File: config.mk
export PLATFORM = sky130hd
export DESIGN_NAME = booth_operand_sequencer
export DESIGN_NICKNAME = d
export VERILOG_FILES = /design/src/rtl/booth_operand_sequencer.sv
export SDC_FILE = /design/constraint.sdc
export NUM_CORES = 1
export LEC_CHECK = 0
export BUFFER_PORTS_ARGS = -buffer_cell sky130_fd_sc_hd__clkbuf_2
export CELL_PAD_IN_SITES_DETAIL_PLACEMENT = 1
export CELL_PAD_IN_SITES_GLOBAL_PLACEMENT = 1
export CORE_ASPECT_RATIO = 0.7
export CORE_MARGIN = 5
export CORE_UTILIZATION = 49
export DETAILED_ROUTE_END_ITERATION = 6
export GPL_TIMING_DRIVEN = 0
export PLACE_DENSITY = 0.84
export SYNTH_ARGS = -nofsm -noshare
export SYNTH_HDL_FRONTEND = slang
export SYNTH_SLANG_ARGS = --single-unit
File: constraint.sdc
create_clock -name clk -period 6.22 [get_ports clk]
set_clock_uncertainty 0.2 [all_clocks]
set_input_delay 1.244 -clock clk [delete_from_list [all_inputs] [get_ports clk]]
set_output_delay 1.244 -clock clk [all_outputs]
set_load 0.02 [all_outputs]
File: src/rtl/booth_operand_sequencer.sv
// Operand sequencer for a combinational booth multiplier: queues {x, multiplier}
// pairs, presents one at a time for HOLD_CYCLES, then captures the product.
module booth_operand_sequencer #(
  parameter int DEPTH       = 4,
  parameter int HOLD_CYCLES = 8
) (
  input  logic       clk,
  input  logic       rst,
  input  logic       in_valid,
  output logic       in_ready,
  input  logic [3:0] in_x,
  input  logic [3:0] in_mult,
  output logic [3:0] x,
  output logic [3:0] multiplier,
  input  logic [8:0] mul_result,
  output logic       out_valid,
  input  logic       out_ready,
  output logic [3:0] out_x,
  output logic [3:0] out_mult,
  output logic [8:0] out_result,
  output logic       busy,
  output logic [1:0] state_dbg
);

  localparam int PTR_W = (DEPTH > 1) ? $clog2(DEPTH) : 1;
  localparam int CNT_W = PTR_W + 1;
  localparam logic [7:0] HOLD_LOAD = 8'(HOLD_CYCLES - 1);
  localparam logic [CNT_W-1:0] FULL_CNT = CNT_W'(DEPTH);

  typedef enum logic [1:0] {
    ST_IDLE = 2'd0,
    ST_WAIT = 2'd1,
    ST_EMIT = 2'd2
  } state_e;

  // Valid/ready: a transfer happens on any rising edge where valid and ready are
  // both high; the producer holds valid and data stable until that edge.

  state_e           state_q, state_d;
  logic [PTR_W-1:0] wr_ptr_q, wr_ptr_d;
  logic [PTR_W-1:0] rd_ptr_q, rd_ptr_d;
  logic [CNT_W-1:0] count_q, count_d;
  logic [7:0]       hold_q, hold_d;
  logic [3:0]       x_q, x_d;
  logic [3:0]       mult_q, mult_d;
  logic [3:0]       out_x_q, out_x_d;
  logic [3:0]       out_mult_q, out_mult_d;
  logic [8:0]       out_result_q, out_result_d;
  logic             out_valid_q, out_valid_d;
  logic [7:0]       mem_q [DEPTH];

  logic push;
  logic pop;

  assign in_ready   = (count_q < FULL_CNT);
  assign push       = in_valid && in_ready;
  assign pop        = (state_q == ST_IDLE) && (count_q != '0);
  assign busy       = (state_q != ST_IDLE) || (count_q != '0);
  assign state_dbg  = state_q;
  assign x          = x_q;
  assign multiplier = mult_q;
  assign out_x      = out_x_q;
  assign out_mult   = out_mult_q;
  assign out_result = out_result_q;
  assign out_valid  = out_valid_q;

  always_comb begin
    state_d      = state_q;
    wr_ptr_d     = wr_ptr_q;
    rd_ptr_d     = rd_ptr_q;
    count_d      = count_q;
    hold_d       = hold_q;
    x_d          = x_q;
    mult_d       = mult_q;
    out_x_d      = out_x_q;
    out_mult_d   = out_mult_q;
    out_result_d = out_result_q;
    out_valid_d  = out_valid_q;

    if (push) wr_ptr_d = wr_ptr_q + PTR_W'(1);
    if (pop)  rd_ptr_d = rd_ptr_q + PTR_W'(1);

    case ({push, pop})
      2'b10:   count_d = count_q + CNT_W'(1);
      2'b01:   count_d = count_q - CNT_W'(1);
      default: count_d = count_q;
    endcase

    case (state_q)
      ST_IDLE: begin
        if (pop) begin
          x_d     = mem_q[rd_ptr_q][7:4];
          mult_d  = mem_q[rd_ptr_q][3:0];
          hold_d  = HOLD_LOAD;
          state_d = ST_WAIT;
        end
      end
      ST_WAIT: begin
        if (hold_q != 8'd0) begin
          hold_d = hold_q - 8'd1;
        end else begin
          // Operands have been stable long enough for the multiplier to settle.
          out_result_d = mul_result;
          out_x_d      = x_q;
          out_mult_d   = mult_q;
          out_valid_d  = 1'b1;
          state_d      = ST_EMIT;
        end
      end
      ST_EMIT: begin
        if (out_valid_q && out_ready) begin
          out_valid_d = 1'b0;
          state_d     = ST_IDLE;
        end
      end
      default: state_d = ST_IDLE;
    endcase
  end

  always_ff @(posedge clk or negedge rst) begin
    if (!rst) begin
      state_q      <= ST_IDLE;
      wr_ptr_q     <= '0;
      rd_ptr_q     <= '0;
      count_q      <= '0;
      hold_q       <= 8'd0;
      x_q          <= 4'd0;
      mult_q       <= 4'd0;
      out_x_q      <= 4'd0;
      out_mult_q   <= 4'd0;
      out_result_q <= 9'd0;
      out_valid_q  <= 1'b0;
    end else begin
      state_q      <= state_d;
      wr_ptr_q     <= wr_ptr_d;
      rd_ptr_q     <= rd_ptr_d;
      count_q      <= count_d;
      hold_q       <= hold_d;
      x_q          <= x_d;
      mult_q       <= mult_d;
      out_x_q      <= out_x_d;
      out_mult_q   <= out_mult_d;
      out_result_q <= out_result_d;
      out_valid_q  <= out_valid_d;
    end
  end

  // Storage needs no reset: count and pointers alone decide which entries are live.
  always_ff @(posedge clk) begin
    if (push) mem_q[wr_ptr_q] <= {in_x, in_mult};
  end

endmodule

==> metrics.md, run 1 <==
| Metric | Value |
|---|---|
| Core Area | `6190 µm²` |
| Synth top area cells | `dfrtp_1 35%, edfxtp_1 31%, mux4_2 5.8%` |
| Post-Synth Simple-Gate Area | `10.0%` |
| Via density | `5.09` |
| Final Util | `59.0%` |
| Syn_nets | `238` |
| Residual DRC | `0` |
| Synth warn | `0` |
| Placed wire-length estimate | `4220 µm` |
| Required time of the critical path | `6.29 ns` |
| GRT Overall Usage | `15.9%` |
| DIE AREA | `8010 µm²` |
| Complex-gate fraction of the synthesized area | `2.23%` |
| Peak supply drop | `0.173 mV` |
| Hold-fix buffers, CTS | `0` |
| Die height | `76.4 µm` |
| Clk pin slew, worst setup/hold paths | `0.08 ns` |
| Max-cap violations | `0` |
| GPL Wtd Cong | `0.711` |
| CP Launch Type | `flop` |
| NumNets Final | `299` |
| Final wirelength | `5670 µm` |
| Run status | `complete, no violations` |
| Buf/Inv on CP | `3` |
| Number of library cell types mapped by synthesis | `35` |
| Pin count of the biggest net entering global routing | `44` |
| Ratio of final minimum period to clock period | `45.4%` |
| Syn_area_per_cell | `14.8 µm²` |
| Antenna Nets Post-Route | `0` |
| Routed via count | `1797` |
| Sequential element share of the synthesized area | `66.0%` |
| Pwr Total | `1860 µW` |
| Starting Density | `49.9%` |
| CTS sink count | `75` |
| Worst skew pair latency | `0.34 ns` |
| Post-synth top area cell | `dfrtp_1` |
| Detailed-route wire length per cell | `16.1 µm` |
| Setup Fix Bufs, Post-CTS | `0` |
| H-tree Lvls | `3` |
| PD cells | `511 nW/µm²` |
| Fin crit period | `2.83 ns` |
| Synth Area in XOR/XNOR | `1.99%` |
| Cell area after synthesis | `3080 µm²` |
| Ant diodes | `0` |
| CP max FO | `10` |
| DRT iter0 DRCs | `56` |
| Class of the most critical setup path | `flop to flop` |
| CTS Buffer Depth | `2` |
| CTS tree | `yes` |
| IO buf count | `50` |
| CP Capture Type | `flop` |
| Mux cell area share after synthesis | `14.0%` |
| Endpoints failing hold | `0` |
| Main combinational cell family by area after synthesis | `multiplexers` |
| Cell count after synthesis | `209` |
| DRT Pass-1 Iters | `4` |
| Number of global-route vias before repair | `1968` |
| Slew Limit Headroom | `29.2%` |
| Crit path largest cell delay | `0.43 ns` |
| Seq cells post-synth | `75` |
| Static Leak | `0.00163 µW` |
| Final setup fails | `0` |
| Post-Synth Adder-Cell Area | `3.49%` |
| Fraction of layout cells with a size suffix above 1 | `36.0%` |
| Total gr overflow | `0` |
| Top delay family on crit path | `buffers and inverters` |
| WP data arrival | `2.89 ns` |
| Hold Path Class | `flop to flop` |
| Syn-to-layout area delta | `18.3%` |
| Clock root buffer master | `clkbuf_8` |
| Fmax | `0.354 GHz` |
| FILL cells | `625` |
| Cts repair resizes | `0` |
| Die width | `105 µm` |
| Slowest stage cell, crit path | `buf_1` |
| Num CTS Buffers | `9` |
| First-pass GRT wire length | `10000 µm` |
| # IOs | `51` |
| CP Cell Sequence | `nor2_1, nand2b_1, inv_1, buf_1, ha_1, inv_1, fa_1, xor2_1, nor2_1, xnor2_1` |
| Count of final max-slew check failures | `0` |
| Slew @ Worst Pin | `1.06 ns` |
| Share of the synthesized area in the top cell type | `34.9%` |
| Initial antenna violation count | `0` |
| RSZ-0062 raised after global routing | `no` |
| Setup TNS | `0 ns` |
| Rows | `24` |
[final timing paths]
| path | slack, ns | from | depth (start not counted) | to |
|---|---|---|---|---|
| min in group asynchronous | 0.89 | rst | 1 | out_valid$_DFFE_PN0P_ |
| setup / recovery | 3.39 | state_dbg[1]$_DFFE_PN0P_ | 10 | count_q[2]$_DFFE_PN0P_ |
| hold reg to reg | 0.30 | multiplier[3]$_DFFE_PN0P_ | 2 | multiplier[3]$_DFFE_PN0P_ |
| setup reg to reg | 3.39 | state_dbg[1]$_DFFE_PN0P_ | 10 | count_q[2]$_DFFE_PN0P_ |
| max in group asynchronous | 4.28 | rst | 1 | count_q[1]$_DFFE_PN0P_ |
| hold / removal | 0.30 | multiplier[3]$_DFFE_PN0P_ | 2 | multiplier[3]$_DFFE_PN0P_ |
[logic make-up after synthesis]
group,Yosys count
AOI/OAI and AO/OA,12
xor gates and xnor gates,7
adders and majority gates,8
buffers and inverters,16
DFF,75
muxes,28
and+or+nand+nor,63
[area by class of cell]
| cell class | instances | area [µm²] | share of cell area, % |
|---|---|---|---|
| repair buffers | 50 | 250 | 6.86 |
| multi-input cells | 118 | 978 | 26.8 |
| flip-flops and latches | 75 | 2040 | 55.8 |
| well taps | 78 | 97.6 | 2.67 |
| inverters | 10 | 37.5 | 1.03 |
| clock inverters | 6 | 88.8 | 2.43 |
| plain buffers | 6 | 31.3 | 0.857 |
| clock buffers | 10 | 128 | 3.50 |
[power breakdown]
part	internal (µW)	total [µW]	switching [µW]
sequential	681	778	97.4
combinational	290	686	396
clock	227	399	172
total	1200	1860	666
[flip-flops by register name (all words and copies together), names as in the netlist]
signal      count
rd_ptr_q        2
state_dbg       2
x               4
count_q         3
mem_q          32
wr_ptr_q        2
hold_q          8
out_valid       1
out_mult        4
out_result      9
out_x           4
multiplier      4
[cells in the mapped netlist]
library cell	instances
or3b_2	1
fa_1	1
o21a_1	1
dfrtp_1	43
nor2_4	1
xor2_1	2
edfxtp_1	32
xnor2_1	5
nand2b_1	2
mux4_2	8
or4_1	1
and2b_4	1
or4_4	1
buf_2	1
nand2_1	39
nor2b_1	2
nor3_1	4
buf_1	1
inv_1	10
or3_2	2
nand2_4	1
nor2_1	3
mux2_2	9
o21ai_0	4
a31oi_1	1
o211ai_1	1
a21oi_1	4
ha_1	7
nor4_1	1
mux2_4	8
o31ai_1	1
and2_1	4
mux2i_1	3
clkbuf_1	3
buf_6	1
[per-stage QoR]
step / cells / cell area [µm²] / hold WS, ns / worst slack, ns
after floorplan: 209 / 3080 / 0.267 / 3.44
after global placement: 337 / 3430 / 0.281 / 3.25
after detailed placement: 337 / 3430 / 0.293 / 3.21
after CTS: 353 / 3650 / 0.306 / 3.35
after global routing: 353 / 3650 / 0.313 / 3.14
final: 353 / 3650 / 0.303 / 3.39
[cells in the final DEF, fill, tap and decap left out, types with 2 or more instances in the layout]
master and instances:
nor3_1 4, mux4_2 8, ha_1 7, xnor2_1 5, o21ai_0 4, mux2i_1 3, or3_2 2, dfrtp_1 43
nand2_1 39, mux2_2 9, xor2_1 2, and2_1 4, clkbuf_8 9, nor2_1 3, clkbuf_1 4, nand2b_1 2
a21oi_1 4, mux2_4 8, bufinv_16 2, nor2b_1 2, clkinvlp_4 2, clkbuf_2 50, edfxtp_1 32, inv_1 10
[layer usage]
layer	wire, µm	up-vias	global-route usage, %
li1	-	856	-
met1	2670	879	21.9
met2	2580	52	23.7
met3	338	10	5.25
met4	79	0	5.36
met5	0	-	0
[worst reg2reg max path, stage by stage (launching register included)]
cell and delay [ns]:
dfrtp_1 0.41, nor2_1 0.21, nand2b_1 0.19, inv_1 0.20, buf_1 0.44, ha_1 0.28
inv_1 0.06, fa_1 0.37, xor2_1 0.15, nor2_1 0.12, xnor2_1 0.12
(Power assumes the default switching activity.)
==> run 2, diff against run 1 <==
Settings changed: CORE_UTILIZATION 49 to 41, PLACE_DENSITY 0.84 to 0.75.
Clock period 6.22 ns to 2.3 ns, I/O delays scaled along.
==> run 2 against run 1 <==
  * Sequential share of layout area is 0.94 points lower
  * Non-clock buffer count is 6 higher
  * Die area is 17% higher
  * Clock-buffer cell count is 2 higher
  * Global-route usage is 1.3 points lower
  * Sequential cell count stayed put
  * Worst hold slack worse by 0.19 ns
  * Core utilization is 8.3 points lower
  * Total power grew to 2.7 times the previous value
  * Critical endpoint is now out_result[1]$_DFFE_PN0P_
==> metrics.md, run 2 (synthesis gave the netlist of run 1 again) <==
| Metric | Value |
|---|---|
| Run status | `complete, no violations (unchanged)` |
| R2R Path End | `out_result[1]$_DFFE_PN0P_ (was count_q[2]$_DFFE_PN0P_)` |
| Total gr overflow | `0 (unchanged)` |
| Slew Limit Headroom | `26.2% (was 29.2%)` |
| Clock root buffer master | `clkbuf_8 (unchanged)` |
| H-tree Lvls | `3 (unchanged)` |
| Starting Density | `42.1% (was 49.9%)` |
| Max-cap violations | `0 (unchanged)` |
| Placed wire-length estimate | `4420 µm (was 4220 µm)` |
| CTS Buffer Depth | `2 (unchanged)` |
| CTS tree | `yes (unchanged)` |
| Fmax | `0.451 GHz (was 0.354 GHz)` |
| WP data arrival | `2.25 ns (was 2.89 ns)` |
| Slew @ Worst Pin | `1.11 ns (was 1.06 ns)` |
| Storage cell area | `2040 µm² (unchanged)` |
| Worst r2r src | `hold_q[0]$_DFFE_PN0P_ (was state_dbg[1]$_DFFE_PN0P_)` |
| Multi-input logic area | `986 µm² (was 978 µm²)` |
| Worst R2R Path Depth | `7 (was 10)` |
| Setup TNS | `0 ns (unchanged)` |
| Met3 wire length | `488 µm (was 338 µm)` |
| FILL cells | `762 (was 625)` |
| Fin crit period | `2.22 ns (was 2.83 ns)` |
| Detailed-route wire length per cell | `16.9 µm (was 16.1 µm)` |
| DRT iter0 DRCs | `39 (was 56)` |
| Routed via count | `1826 (was 1797)` |
| NumNets Final | `305 (was 299)` |
| IO buf count | `50 (unchanged)` |
| Class of the most critical setup path | `flop to flop (unchanged)` |
| Final setup fails | `0 (unchanged)` |
| Residual DRC | `0 (unchanged)` |
| Worst skew pair latency | `0.35 ns (was 0.34 ns)` |
| Die height | `82.6 µm (was 76.4 µm)` |
| Finished layout cell area | `3710 µm² (was 3650 µm²)` |
| Clk pin slew, worst setup/hold paths | `0.08 ns (about the same)` |
| Rows | `26 (was 24)` |
| DIE AREA | `9380 µm² (was 8010 µm²)` |
| Fraction of layout cells with a size suffix above 1 | `39.1% (was 36.0%)` |
| Via density | `4.82 (was 5.09)` |
| Static Leak | `0.00166 µW (was 0.00163 µW)` |
| DRT Pass-1 Iters | `3 (was 4)` |
| Die width | `114 µm (was 105 µm)` |
| PD cells | `1360 nW/µm² (was 511 nW/µm²)` |
| Pin count of the biggest net entering global routing | `44 (unchanged)` |
| CP max FO | `10 (unchanged)` |
| GPL Wtd Cong | `0.718 (was 0.711)` |
| Final Util | `50.7% (was 59.0%)` |
| M1 WL | `3040 µm (was 2670 µm)` |
| # IOs | `51 (unchanged)` |
| Peak supply drop | `0.509 mV (was 0.173 mV)` |
| Top reg by flops | `mem_q (unchanged)` |
| Num CTS Buffers | `9 (unchanged)` |
| R2R Setup Slk | `0.08 ns (was 3.39 ns)` |
| Worst slack at placement | `-0.297 ns (was 3.21 ns)` |
| Endpoints failing hold | `0 (unchanged)` |
| CP Launch Type | `flop (unchanged)` |
| Pwr Total | `5040 µW (was 1860 µW)` |
| CP Capture Type | `flop (unchanged)` |
| Top Layer Used | `met4 (unchanged)` |
| Ant diodes | `0 (unchanged)` |
| Antenna Nets Post-Route | `0 (unchanged)` |
| Initial antenna violation count | `0 (unchanged)` |
| Count of final max-slew check failures | `0 (unchanged)` |
| Syn-to-layout area delta | `20.3% (was 18.3%)` |
| Leading cell type in the layout, fill and taps excluded | `clkbuf_2 (unchanged)` |
| Met2 wire len | `2820 µm (was 2580 µm)` |
| CTS sink count | `75 (unchanged)` |
| Final worst slack | `0.0818 ns (was 3.39 ns)` |
| Hold Path Class | `input port to async pin (was flop to flop)` |
| Largest register FFs | `32 (unchanged)` |
| Required time of the critical path | `2.33 ns (was 6.29 ns)` |
| Core Area | `7320 µm² (was 6190 µm²)` |
| Cell Area, Placed | `3460 µm² (was 3430 µm²)` |
| First-pass GRT wire length | `10200 µm (was 10000 µm)` |
| Ratio of final minimum period to clock period | `96.4% (was 45.4%)` |
| Number of global-route vias before repair | `1904 (was 1968)` |
| GRT Overall Usage | `14.6% (was 15.9%)` |
| Final wirelength | `6410 µm (was 5670 µm)` |
| Most frequent cells in the layout | `50 x clkbuf_2, 43 x dfrtp_1, 39 x nand2_1, 32 x edfxtp_1, 10 x clkbuf_8 (was 50 x clkbuf_2, 43 x dfrtp_1, 39 x nand2_1, 32 x edfxtp_1, 10 x inv_1)` |
run 2: changes by cell type in the layout (fill, tap and decap cells not counted), moves of 2 or more:
cell        delta
buf_4          +6
bufinv_16      -2
clkinv_2       +2
clkinvlp_4     -2
run 2: through the flow:
stage	std cells	hold WS [ns]
2_1_floorplan	209	-0.0356
3_3_place_gp	357	0.286
3_5_place_dp	357	0.296
4_1_cts	376	0.110
5_1_grt	379	0.115
6_report	379	0.111
run 2: worst max path at each step:
stage                                  start                         to
finish                 hold_q[0]$_DFFE_PN0P_  out_result[1]$_DFFE_PN0P_
global route           hold_q[0]$_DFFE_PN0P_       out_x[1]$_DFFE_PN0P_
CTS                 state_dbg[0]$_DFFE_PN0P_     count_q[2]$_DFFE_PN0P_
detailed placement  state_dbg[1]$_DFFE_PN0P_     count_q[2]$_DFFE_PN0P_
global placement    state_dbg[1]$_DFFE_PN0P_     count_q[2]$_DFFE_PN0P_
floorplan           state_dbg[1]$_DFFE_PN0P_     count_q[2]$_DFFE_PN0P_
run 2: final cells by class:
cell class	count	share of cell area, %
clock buffer	12	4.48
inverter	10	1.01
tap	98	3.30
timing repair buffer	56	7.96
sequential	75	54.9
multi-input combinational	118	26.6
buffer	6	1.15
clock inverter	4	0.641
run 2: worst max-delay path: stages, from the launching register on:
cell	delay, ns
dfrtp_1	0.41
inv_1	0.09
ha_1	0.13
or3b_2	0.52
nor2_4	0.13
nand2_4	0.12
buf_6	0.18
mux2_4	0.30
run 2: metal layers:
metal	vias up	track usage, %
met2	52	21.7
met3	6	5.39
met5	-	0
met1	905	19.8
li1	863	-
met4	0	5.04
run 2: power breakdown:
group          internal [µW]  switching, µW
Sequential              1840            273
Combinational            855           1120
Clock                    483            472
run 2: timing repair:
action                                  CTS  global route
buffers inserted                          3             3
gates resized for setup                   4             3
endpoints found under the setup margin    2             6
hold buffers                              0             0
pin swaps                                 1             3
==> run 3, diff against run 2 <==
Settings changed: CAP_MARGIN set to 20, GPL_TIMING_DRIVEN 0 to unset.
==> run 3 against run 2 <==
  * Sequential power increased by 3%
  * Die area unchanged
  * Core utilization hardly changed
  * Critical path depth fell by 1
  * First-iteration DRC count increased by 85%
  * Cell count shrank 1.6%
  * Largest power group unchanged
==> metrics.md, run 3 (synthesis gave the netlist of run 1 again) <==
| Metric | Value |
|---|---|
| Leading cell type in the layout, fill and taps excluded | `clkbuf_2 (unchanged)` |
| Switching part of the total | `35.3% (was 36.9%)` |
| Final Util | `50.7% (about the same)` |
| Endpoints failing hold | `0 (unchanged)` |
| Pwr Total | `5200 µW (was 5040 µW)` |
| RSZ-0062 raised after global routing | `no` |
| Largest register FFs | `32 (unchanged)` |
| Die width | `114 µm (unchanged)` |
| Residual DRC | `0 (unchanged)` |
| CTS sink count | `75 (unchanged)` |
| Ratio of final minimum period to clock period | `94.1% (was 96.4%)` |
| Pin count of the biggest net entering global routing | `44 (unchanged)` |
| Switching Power | `1830 µW (was 1860 µW)` |
| Placed wire-length estimate | `4340 µm (was 4420 µm)` |
| H-tree Lvls | `3 (unchanged)` |
| Max-cap violations | `0 (unchanged)` |
| Initial antenna violation count | `0 (unchanged)` |
| Hold-fix buffers, CTS | `1 (was 0)` |
| Ant diodes | `0 (unchanged)` |
| CP Cell Sequence | `inv_1, ha_1, or3b_2, o211ai_1, or3_2, a21oi_1 (was inv_1, ha_1, or3b_2, nor2_4, nand2_4, buf_6, mux2_4)` |
| Int Power | `3370 µW (was 3180 µW)` |
| Setup Fix Bufs, Post-CTS | `0 (was 3)` |
| Detailed-route wire length per cell | `16.4 µm (was 16.9 µm)` |
| Required time of the critical path | `2.32 ns (was 2.33 ns)` |
| Total gr overflow | `0 (unchanged)` |
| Number of global-route vias before repair | `1863 (was 1904)` |
| Clock root buffer master | `clkbuf_8 (unchanged)` |
| CP max FO | `5 (was 10)` |
| Rows | `26 (unchanged)` |
| Proportion of power drawn by the clock network | `23.3% (was 19.0%)` |
| DRT iter0 DRCs | `72 (was 39)` |
| PD cells | `1400 nW/µm² (was 1360 nW/µm²)` |
| Hold Path Class | `input port to flop (was input port to async pin)` |
| GRT Overall Usage | `14.2% (was 14.6%)` |
| Most frequent cells in the layout | `50 x clkbuf_2, 43 x dfrtp_1, 39 x nand2_1, 32 x edfxtp_1, 10 x inv_1 (was 50 x clkbuf_2, 43 x dfrtp_1, 39 x nand2_1, 32 x edfxtp_1, 10 x clkbuf_8)` |
| Peak supply drop | `0.533 mV (was 0.509 mV)` |
| IO buf count | `50 (unchanged)` |
| Fraction of layout cells with a size suffix above 1 | `36.7% (was 39.1%)` |
| Core Area | `7320 µm² (unchanged)` |
| Finished layout cell area | `3710 µm² (about the same)` |
| Final setup fails | `0 (unchanged)` |
| DIE AREA | `9380 µm² (unchanged)` |
| Routed via count | `1799 (was 1826)` |
| Reg power frac | `42.0% (was 41.9%)` |
| Run status | `complete, no violations (unchanged)` |
| Met3 Usage GRT | `4.59% (was 5.39%)` |
| Setup TNS | `0 ns (unchanged)` |
| NumNets Final | `299 (was 305)` |
| Hold Slack | `0.137 ns (was 0.111 ns)` |
| # IOs | `51 (unchanged)` |
| Met1 Track Usage GR | `20.3% (was 19.8%)` |
| Class of the most critical setup path | `flop to flop (unchanged)` |
| Fin crit period | `2.17 ns (was 2.22 ns)` |
| Starting Density | `42.1% (unchanged)` |
| Cell Area, Placed | `3460 µm² (about the same)` |
| CTS Buffer Depth | `2 (unchanged)` |
| WP data arrival | `2.18 ns (was 2.25 ns)` |
| CP Launch Type | `flop (unchanged)` |
| Slowest stage cell, crit path | `or3b_2 (unchanged)` |
| Antenna Nets Post-Route | `0 (unchanged)` |
| CP Capture Type | `flop (unchanged)` |
| Final wirelength | `6100 µm (was 6410 µm)` |
| Crit path largest cell delay | `0.51 ns (was 0.52 ns)` |
| Fmax | `0.462 GHz (was 0.451 GHz)` |
| Combinational power share | `34.7% (was 39.1%)` |
| Num CTS Buffers | `9 (unchanged)` |
| Cts repair resizes | `0 (was 4)` |
| Die height | `82.6 µm (unchanged)` |
| R2R Setup Slk | `0.13 ns (was 0.08 ns)` |
| Worst skew pair latency | `0.34 ns (was 0.35 ns)` |
| Slew Limit Headroom | `62.7% (was 26.2%)` |
| Count of final max-slew check failures | `0 (unchanged)` |
| Slew @ Worst Pin | `0.559 ns (was 1.11 ns)` |
| Gr busiest metal | `met2 (unchanged)` |
| Via density | `4.82 (about the same)` |
| Clk pin slew, worst setup/hold paths | `0.08 ns (about the same)` |
| Syn-to-layout area delta | `20.4% (was 20.3%)` |
| Met2 Use GR | `20.4% (was 21.7%)` |
| Top delay family on crit path | `simple AND/OR/NAND/NOR gates (unchanged)` |
| GPL Wtd Cong | `0.744 (was 0.718)` |
| CTS tree | `yes (unchanged)` |
| First-pass GRT wire length | `9990 µm (was 10200 µm)` |
| Top reg by flops | `mem_q (unchanged)` |
| Buf/Inv on CP | `1 (was 2)` |
| DRT Pass-1 Iters | `4 (was 3)` |
| Static Leak | `0.00166 µW (about the same)` |
run 3: cell count changes in the layout (fill, tap and decap cells not counted), moves of 2 or more:
cell,delta
bufinv_16,+3
clkbuf_1,-3
clkinv_2,-3
inv_6,+2
run 3: area by class of cell:
cell class              count  area [µm²]
clock buffers              10         128
repair buffers             56         298
multi-input cells         118         978
clock inverters             6         111
inverters                  10        37.5
fillers                   766        3610
well taps                  98         123
flip-flops and latches     75        2040
run 3: per-layer routing:
metal / wire length [µm] / vias up
li1: - / 855
met1: 3070 / 890
met2: 2590 / 50
met3: 406 / 4
met4: 31 / 0
met5: 0 / -
run 3: worst paths after layout:
path                                              from                   endpoint  cells after the start
worst max-delay path             hold_q[0]$_DFFE_PN0P_      hold_q[6]$_DFFE_PN0P_                      6
worst min-delay path                           in_x[0]      mem_q[2][4]$_DFFE_PP_                      1
worst max register to register   hold_q[0]$_DFFE_PN0P_      hold_q[6]$_DFFE_PN0P_                      6
worst min register to register  count_q[0]$_DFFE_PN0P_     count_q[0]$_DFFE_PN0P_                      1
max in group asynchronous                          rst  multiplier[2]$_DFFE_PN0P_                      3
min in group asynchronous                          rst  out_result[1]$_DFFE_PN0P_                      3
run 3: metrics by stage:
step | setup slack, ns | cells
floorplan | 0.0328 | 209
global placement | 0.212 | 356
detailed placement | 0.153 | 356
CTS | 0.131 | 373
global route | 0.00992 | 373
finish | 0.135 | 373
run 3: power by group through the flow:
stage	logic (µW)	clock network [µW]	registers, µW
4_1_cts	1840	1250	2200
3_5_place_dp	1830	0	2230
3_3_place_gp	1760	0	2200
2_1_floorplan	1060	0	2360
5_1_grt	1980	1330	2260
6_report	1800	1210	2180
